## config.mk

```make
export PLATFORM = sky130hd
export DESIGN_NAME = csa_resolver
export DESIGN_NICKNAME = d
export VERILOG_FILES = /design/src/rtl/ai_core_arith_pkg.sv /design/src/rtl/csa_chunk_adder.sv /design/src/rtl/full_adder.sv /design/src/rtl/csa_resolver.sv
export SDC_FILE = /design/constraint.sdc
export NUM_CORES = 1
export LEC_CHECK = 0
export CORE_AREA = 2 2 102 104
export CTS_BUF_LIST = sky130_fd_sc_hd__clkbuf_16
export DETAILED_ROUTE_END_ITERATION = 8
export DIE_AREA = 0 0 104 106
export PLACE_DENSITY_LB_ADDON = 0.08
export RECOVER_POWER = 100
export SLEW_MARGIN = 20
export SYNTH_ARGS = -nofsm -noshare
export SYNTH_HDL_FRONTEND = slang
export SYNTH_SLANG_ARGS = --single-unit
```

## constraint.sdc

```tcl
create_clock -name clk -period 6.2 [get_ports clk]
set_clock_uncertainty 0.15 [all_clocks]
set_input_delay 1.24 -clock clk [delete_from_list [all_inputs] [get_ports clk]]
set_output_delay 1.24 -clock clk [all_outputs]
set_load 0.05 [all_outputs]
```

## src/rtl/ai_core_arith_pkg.sv

```systemverilog
// Shared arithmetic types and tree-wide defaults for the multiplier datapath.
// Latency: n/a (types and constants only).
// Backpressure: n/a.
package ai_core_arith_pkg;

    typedef enum logic [1:0] {
        IDLE = 2'd0,
        ADD  = 2'd1,
        DONE = 2'd2
    } csa_res_state_e;

    localparam int unsigned CSA_RES_W     = 32;
    localparam int unsigned CSA_RES_CHUNK = 8;

    // Counter must stay at least one bit wide even for a single-chunk resolver.
    function automatic int unsigned csa_cnt_width(input int unsigned nchunk);
        return (nchunk > 1) ? $clog2(nchunk) : 1;
    endfunction

endpackage

```

## src/rtl/csa_chunk_adder.sv

```systemverilog
// CHUNK-bit ripple-carry adder built from full_adder cells.
// Latency: combinational.
// Backpressure: n/a.
module csa_chunk_adder #(
    parameter int unsigned CHUNK = 8
) (
    input  logic [CHUNK-1:0] a,
    input  logic [CHUNK-1:0] b,
    input  logic             cin,
    output logic [CHUNK-1:0] s,
    output logic             cout
);

    logic [CHUNK:0] c;

    assign c[0] = cin;

    for (genvar i = 0; i < CHUNK; i++) begin : g_bit
        full_adder u_fa (
            .a  (a[i]),
            .b  (b[i]),
            .ci (c[i]),
            .s  (s[i]),
            .co (c[i+1])
        );
    end

    assign cout = c[CHUNK];

endmodule

```

## src/rtl/full_adder.sv

```systemverilog
// One-bit full adder cell.
// Latency: combinational.
// Backpressure: n/a.
module full_adder (
    input  logic a,
    input  logic b,
    input  logic ci,
    output logic s,
    output logic co
);

    assign s  = a ^ b ^ ci;
    assign co = (a & b) | (ci & (a ^ b));

endmodule

```

## src/rtl/csa_resolver.sv

```systemverilog
// Resolves a carry-save (sum, carry) pair into one W+2-bit binary result, CHUNK bits per cycle.
// Latency: accept edge T, result valid in cycle T+NCHUNK+1; one result per NCHUNK+2 cycles at best.
// Backpressure: result held in DONE until out_ready; in_ready low whenever busy.
module csa_resolver
    import ai_core_arith_pkg::*;
#(
    parameter int unsigned W     = CSA_RES_W,
    parameter int unsigned CHUNK = CSA_RES_CHUNK
) (
    input  logic           clk,
    input  logic           rst_n,
    input  logic           in_valid,
    output logic           in_ready,
    input  logic [W-1:0]   in_sum,
    input  logic [W-1:0]   in_carry,
    output logic           out_valid,
    input  logic           out_ready,
    output logic [W+1:0]   out_result,
    output logic           busy
);

    localparam int unsigned NCHUNK = W / CHUNK;
    localparam int unsigned CW     = csa_cnt_width(NCHUNK);
    localparam logic [CW-1:0] LAST = CW'(NCHUNK - 1);

    if ((W % CHUNK) != 0 || NCHUNK < 1) begin : g_bad_cfg
        $error("csa_resolver: W must be a non-zero multiple of CHUNK");
    end

    csa_res_state_e state_q, state_d;
    logic [W-1:0]   a_q, a_d;
    logic [W-1:0]   b_q, b_d;
    logic           top_b_q, top_b_d;
    logic           carry_q, carry_d;
    logic [CW-1:0]  cnt_q, cnt_d;
    logic [W+1:0]   result_q, result_d;

    logic [CHUNK-1:0] a_chunk, b_chunk, s_chunk;
    logic             chunk_cout;
    logic             last_chunk;

    assign last_chunk = (cnt_q == LAST);

    always_comb begin
        a_chunk = '0;
        b_chunk = '0;
        for (int k = 0; k < NCHUNK; k++) begin
            if (cnt_q == CW'(k)) begin
                a_chunk = a_q[k*CHUNK +: CHUNK];
                b_chunk = b_q[k*CHUNK +: CHUNK];
            end
        end
    end

    // A single adder instance is time-shared across all chunks.
    csa_chunk_adder #(.CHUNK(CHUNK)) u_chunk_adder (
        .a    (a_chunk),
        .b    (b_chunk),
        .cin  (carry_q),
        .s    (s_chunk),
        .cout (chunk_cout)
    );

    always_ff @(posedge clk or negedge rst_n) begin
        if (!rst_n) begin
            state_q  <= IDLE;
            a_q      <= '0;
            b_q      <= '0;
            top_b_q  <= 1'b0;
            carry_q  <= 1'b0;
            cnt_q    <= '0;
            result_q <= '0;
        end else begin
            state_q  <= state_d;
            a_q      <= a_d;
            b_q      <= b_d;
            top_b_q  <= top_b_d;
            carry_q  <= carry_d;
            cnt_q    <= cnt_d;
            result_q <= result_d;
        end
    end

    always_comb begin
        state_d = state_q;
        case (state_q)
            IDLE:    if (in_valid)   state_d = ADD;
            ADD:     if (last_chunk) state_d = DONE;
            DONE:    if (out_ready)  state_d = IDLE;
            default:                 state_d = IDLE;
        endcase
    end

    always_comb begin
        a_d      = a_q;
        b_d      = b_q;
        top_b_d  = top_b_q;
        carry_d  = carry_q;
        cnt_d    = cnt_q;
        result_d = result_q;
        if (state_q == IDLE && in_valid) begin
            a_d     = in_sum;
            b_d     = in_carry << 1;
            top_b_d = in_carry[W-1];
            carry_d = 1'b0;
            cnt_d   = '0;
        end else if (state_q == ADD) begin
            for (int k = 0; k < NCHUNK; k++) begin
                if (cnt_q == CW'(k)) begin
                    result_d[k*CHUNK +: CHUNK] = s_chunk;
                end
            end
            carry_d = chunk_cout;
            // The carry bit shifted out of in_carry lands at weight 2^W with the final carry-out.
            if (last_chunk) begin
                result_d[W]   = top_b_q ^ chunk_cout;
                result_d[W+1] = top_b_q & chunk_cout;
            end else begin
                cnt_d = cnt_q + CW'(1);
            end
        end
    end

    always_comb begin
        in_ready   = (state_q == IDLE);
        out_valid  = (state_q == DONE);
        busy       = (state_q != IDLE);
        out_result = result_q;
    end

endmodule
```

### After elaboration in Yosys (flattened, before gate mapping)

Index checks and enable logic that the tools add are counted.

* $add $sub $neg: 1
* bitwise operators: 43
* mux-type cells: 17
* shift-type cells: 0
* eq/ne operators: 9
* divide/modulo/power cells: 0
* reduce and logical (&&, ||, !) cells: 11
* order comparisons: 0
* multipliers: 0

Operator list (count)
* $mux W8: 8
* $and A1 B1 Y1: 17
* $xor A1 B1 Y1: 17
* $reduce_and A3 Y1: 5
* $mux W2: 6
* $or A1 B1 Y1: 8
* $eq A2 B2 Y1 const B: 3
* $pmux W2 S3: 1
* $eq A2 B1 Y1 const B: 2
* $logic_not A2 Y1: 2
* $ne A2 B1 Y1 const B: 2
* $ne A2 B2 Y1 const B: 2
* $reduce_bool A2 Y1: 2
* $add A2 B1 Y2 const B: 1
* $mux W1: 2
* $reduce_and A2 Y1: 1
* $logic_and A1 B1 Y1: 1
* $not A1 Y1: 1

* bits in read-only memories: 0
* register bits after elaboration: 103
* RAM bits: 0
* memories kept: 0
* output and inout bits: 37
* bits in latches: 0

### Longest topological paths before layout

* word-level depth: 24
* mapped depth: 20
* mapped depth without buffers: 18

### Cells and area by module

A second synthesis with hierarchy kept.

* cells, all modules: 323
* area, all modules: 4898.4 sq um

Modules (own cells, without submodules)
* csa_resolver: area an instance 4738.3 sq um, seq. area each 2577.5 sq um, times used 1, cells each 315
* full_adder: area an instance 20.0 sq um, seq. area each 0.0 sq um, times used 8, cells each 1

### Worst setup path after synthesis

OpenSTA, ideal clock, no wires.

* path kind: reg-to-reg
* start point: register cnt_q[1]
* end point: register result_q[32] (netlist: out_result[32])
* required time: 5.925 ns
* cell stages (with the launch flop): 21
* arrival: 4.789 ns
* setup time: 0.125 ns
* slack: 1.137 ns
* cells stage by stage: dfrtp_1 inv_1 ha_1 clkbuf_1 clkbuf_1 nand3b_1 a21oi_1 a21oi_1 fa_1 fa_1 fa_1 fa_1 fa_1 inv_1 fa_1 inv_1 fa_1 fa_1 inv_1 ha_1 mux2_2

* word-level cells in the longest chain between the ends: 23

Ends and longest elaborated chain
* start, declared: line csa_resolver.sv:35 `logic [CW-1:0] cnt_q, cnt_d;`
* start signal, assigned: line csa_resolver.sv:79 `cnt_q <= cnt_d;`
* $logic_not A2 Y1: line csa_resolver.sv:48 `if (cnt_q == CW'(k)) begin`
* $mux W8 (4 in a row): line csa_resolver.sv:48
* $xor A1 B1 Y1: line full_adder.sv:13 `assign co = (a & b) | (ci & (a ^ b));`
* $and A1 B1 Y1: line full_adder.sv:13
* $or A1 B1 Y1: line full_adder.sv:13
* $and A1 B1 Y1: line full_adder.sv:13
* $or A1 B1 Y1: line full_adder.sv:13
* $and A1 B1 Y1: line full_adder.sv:13
* [4 not listed]
* $or A1 B1 Y1: line full_adder.sv:13
* $and A1 B1 Y1: line full_adder.sv:13
* $or A1 B1 Y1: line full_adder.sv:13
* $and A1 B1 Y1: line full_adder.sv:13
* $or A1 B1 Y1: line full_adder.sv:13
* $and A1 B1 Y1: line full_adder.sv:13
* $or A1 B1 Y1: line full_adder.sv:13
* $xor A1 B1 Y1: line csa_resolver.sv:116 `result_d[W] = top_b_q ^ chunk_cout;`
* end signal, assigned: line csa_resolver.sv:80 `result_q <= result_d;`
* end, declared: line csa_resolver.sv:36 `logic [W+1:0] result_q, result_d;`

Several ways; a longest one is shown, not always the timed one.
A chain may end at the register's enable or synchronous reset.

### Worst setup path in the final report

Same ends and word-level chain as after synthesis.

==> results.ini <==
[run_status]
status=finished, violations left
violations=max-capacitance violations, max-slew violations

[clocking]
clk_pin_slew_worst_paths_ps=80
cts_buffers=9
cts-root-to-sink-buffers=2
cts_root_buffer=clkbuf_16
cts_max_level=3
cts_tree=built
clk_latency_ps=340
cts.sinks=103
cts_resized=0
cts_setup_buffers=0
ctsHoldBuffers=0

[route]
routed_via_density=5.138
drt_iter0_drc=129
wl_per_cell_um=16.74
firstDrtPassIters=4
drc_errors=0
vias=3175
drtAntennaViolNets=0
routed_wl_mm=10.35

[synthesis]
syn_nets=461
ys_seq_area_frac=0.5281
synth_seq_cells=103
synth_cell_types=30
yosysTopAreaCell=dfrtp_1
synth-simple-area-share=0.05973
async_flop_share=1.000
yosys-top-cells-count=dfrtp_1, mux2_4, o21ai_0, nand2_1, a21oi_1
synthAdderAreaFrac=0.04563
synthDominantCellAreaShare=0.5281
synth.area.mux_share=0.2097
synth_enable_flop_cells=0
synth_area_um2=4881
synth-main-ff-cell=dfrtp_1
yosysMostFrequentCell=dfrtp_1
yosysWarnings=0
avgSynthCellArea_um2=12.84
synthTopCellsByArea=dfrtp_1, mux2_4, o21ai_0
synth_top_family_by_area=multiplexers
synth_compound_area_frac=0.1023
syn_inst=380
synth-xor-area-share=0

[sta]
max_freq_mhz=176.6
finalHoldViolCount=0
fin_crit_ps=5662
setup_violations=0
worstMarginPinSlew_ps=2349
setup_slack_ps=538.3
tns_ps=0
finalMaxSlewViolations=115
finalCritPeriodShare=0.9132
hold_slack_ps=321.6
slew_headroom=-0.5661
rsz0062_at_grt=false

[setup_path]
cpMostUsedCell=fa_1
cp_top_family=adder cells
worst_ep_required_time_ps=6280
cp_data_arrival_time_ps=5740
cp_max_fo=16
cp_slowest_stage_delay_ps=630
path_cells=inv_1 > ha_1 > clkbuf_1 > nor3b_1 > and2_0 > o22ai_1 > fa_1 > fa_1 > fa_1 > fa_1 > inv_1 > fa_1 > inv_1 > fa_1 > fa_1 > inv_1 > ha_1 > mux2_2
cp-end-kind=flop
startpoint_type=flop
path_class=reg -> reg
crit_buf_inv=5
slowest_stage=nor3b_1

[global_route]
grt_overflow_total=0
grt_start_max_net_pins=58
track_usage=0.1975
grt_pass1_wl_mm=17.02
antenna_found_initial=0
grt_pass1_vias=3248

[floorplanning]
std_cell_rows=37
core_region_area_um2=10000
start_util=0.4881
ioPinCount=105
die_h_um=106
die_w_um=104
die-area_um2=11020

[pwr]
power.leakage_nw=2.602
ir_drop_mv=0.2370
p_per_area_nw_per_um2=632.2

[placed_design]
pre_cts_ws_ps=607.6
port_buffers=104
place_congestion=0.8571
hpwl_mm=7.768

[run]
drv_cap=3

[finish]
final_util=0.6009
drive_above_1_share=0.07261
antenna_cells=0
nets=558
syn2layout_area_growth_pct=23.10

[min_path]
hp-class=reg -> reg

==> tightest hold or removal path: stages, from the launching register on <==
cell and delay, ps:
dfrtp_1 340, nand2_1 40, o21ai_0 50
==> final timing paths <==
path / startpoint / end / slack [ps] / depth (start not counted)
setup / recovery: cnt_q[1] / out_result[32] / 540 / 18
hold / removal: out_result[22] / out_result[22] / 320 / 2
setup reg to reg: cnt_q[1] / out_result[32] / 540 / 18
hold reg to reg: out_result[22] / out_result[22] / 320 / 2
max in group asynchronous: rst_n / b_q[27] / 2100 / 2
min in group asynchronous: rst_n / out_result[29] / 1450 / 1
==> layer usage <==
| layer | vias to the layer above | wire, um | part of all wire | global-route usage |
|---|---|---|---|---|
| met2 | 94 | 5109 | 0.49 | 0.3332 |
| met1 | 1550 | 4624 | 0.45 | 0.2600 |
| met3 | 10 | 513 | 0.050 | 0.03863 |
| met4 | 0 | 100 | 0.0097 | 0.05985 |
| met5 | - | 0 | 0 | 0 |
| li1 | 1521 | - | - | - |
==> logic make-up after synthesis <==
| family | after synthesis |
|---|---|
| flops | 103 |
| compound gates | 90 |
| mux | 71 |
| simple gates | 63 |
| buf+inv | 40 |
| fa+ha+maj | 13 |
==> layout by cell type, fill, tap and decap left out, types with 8 or more instances in the layout <==
master           netlist  layout
dfrtp_1              103     103
mux2_1                 0      55
mux2_2                10      11
o21ai_0               45      45
nand2_1               44      44
fa_1                   8       8
inv_1                 15      15
clkdlybuf4s50_1        0      65
a21oi_1               25      25
clkbuf_16              0       9
dlygate4sd3_1          0      38
==> area by class of cell <==
type                    count  area [um2]
multi-input cells         237        1824
repair buffers            109        1059
flip-flops and latches    103        2577
inverters                  17       63.81
well taps                 136       170.2
clock buffers               9       225.2
fillers                   896        3991
clock inverters             7       88.84
==> per-stage QoR <==
step                      cell area, um2  power, mW  cells
after floorplan                     4881      2.793    380
after global placement              5924      3.422    602
after detailed placement            5924      3.479    602
after CTS                           6238      4.074    618
after global routing                6008      4.055    618
final                               6008      3.798    618
==> where the power goes <==
part / switching (mW) / internal, mW
Sequential: 0.218 / 1.02
Clock: 0.262 / 0.323
Combinational: 1.22 / 0.759
Total: 1.70 / 2.10
==> sequential cells by signal, indices dropped and copies added (netlist names) <==
register and cells:
a_q 32, out_result 34, carry_q 1, state_q 2, b_q 31, top_b_q 1, cnt_q 2
No activity file was read; power rests on OpenSTA's default activity.
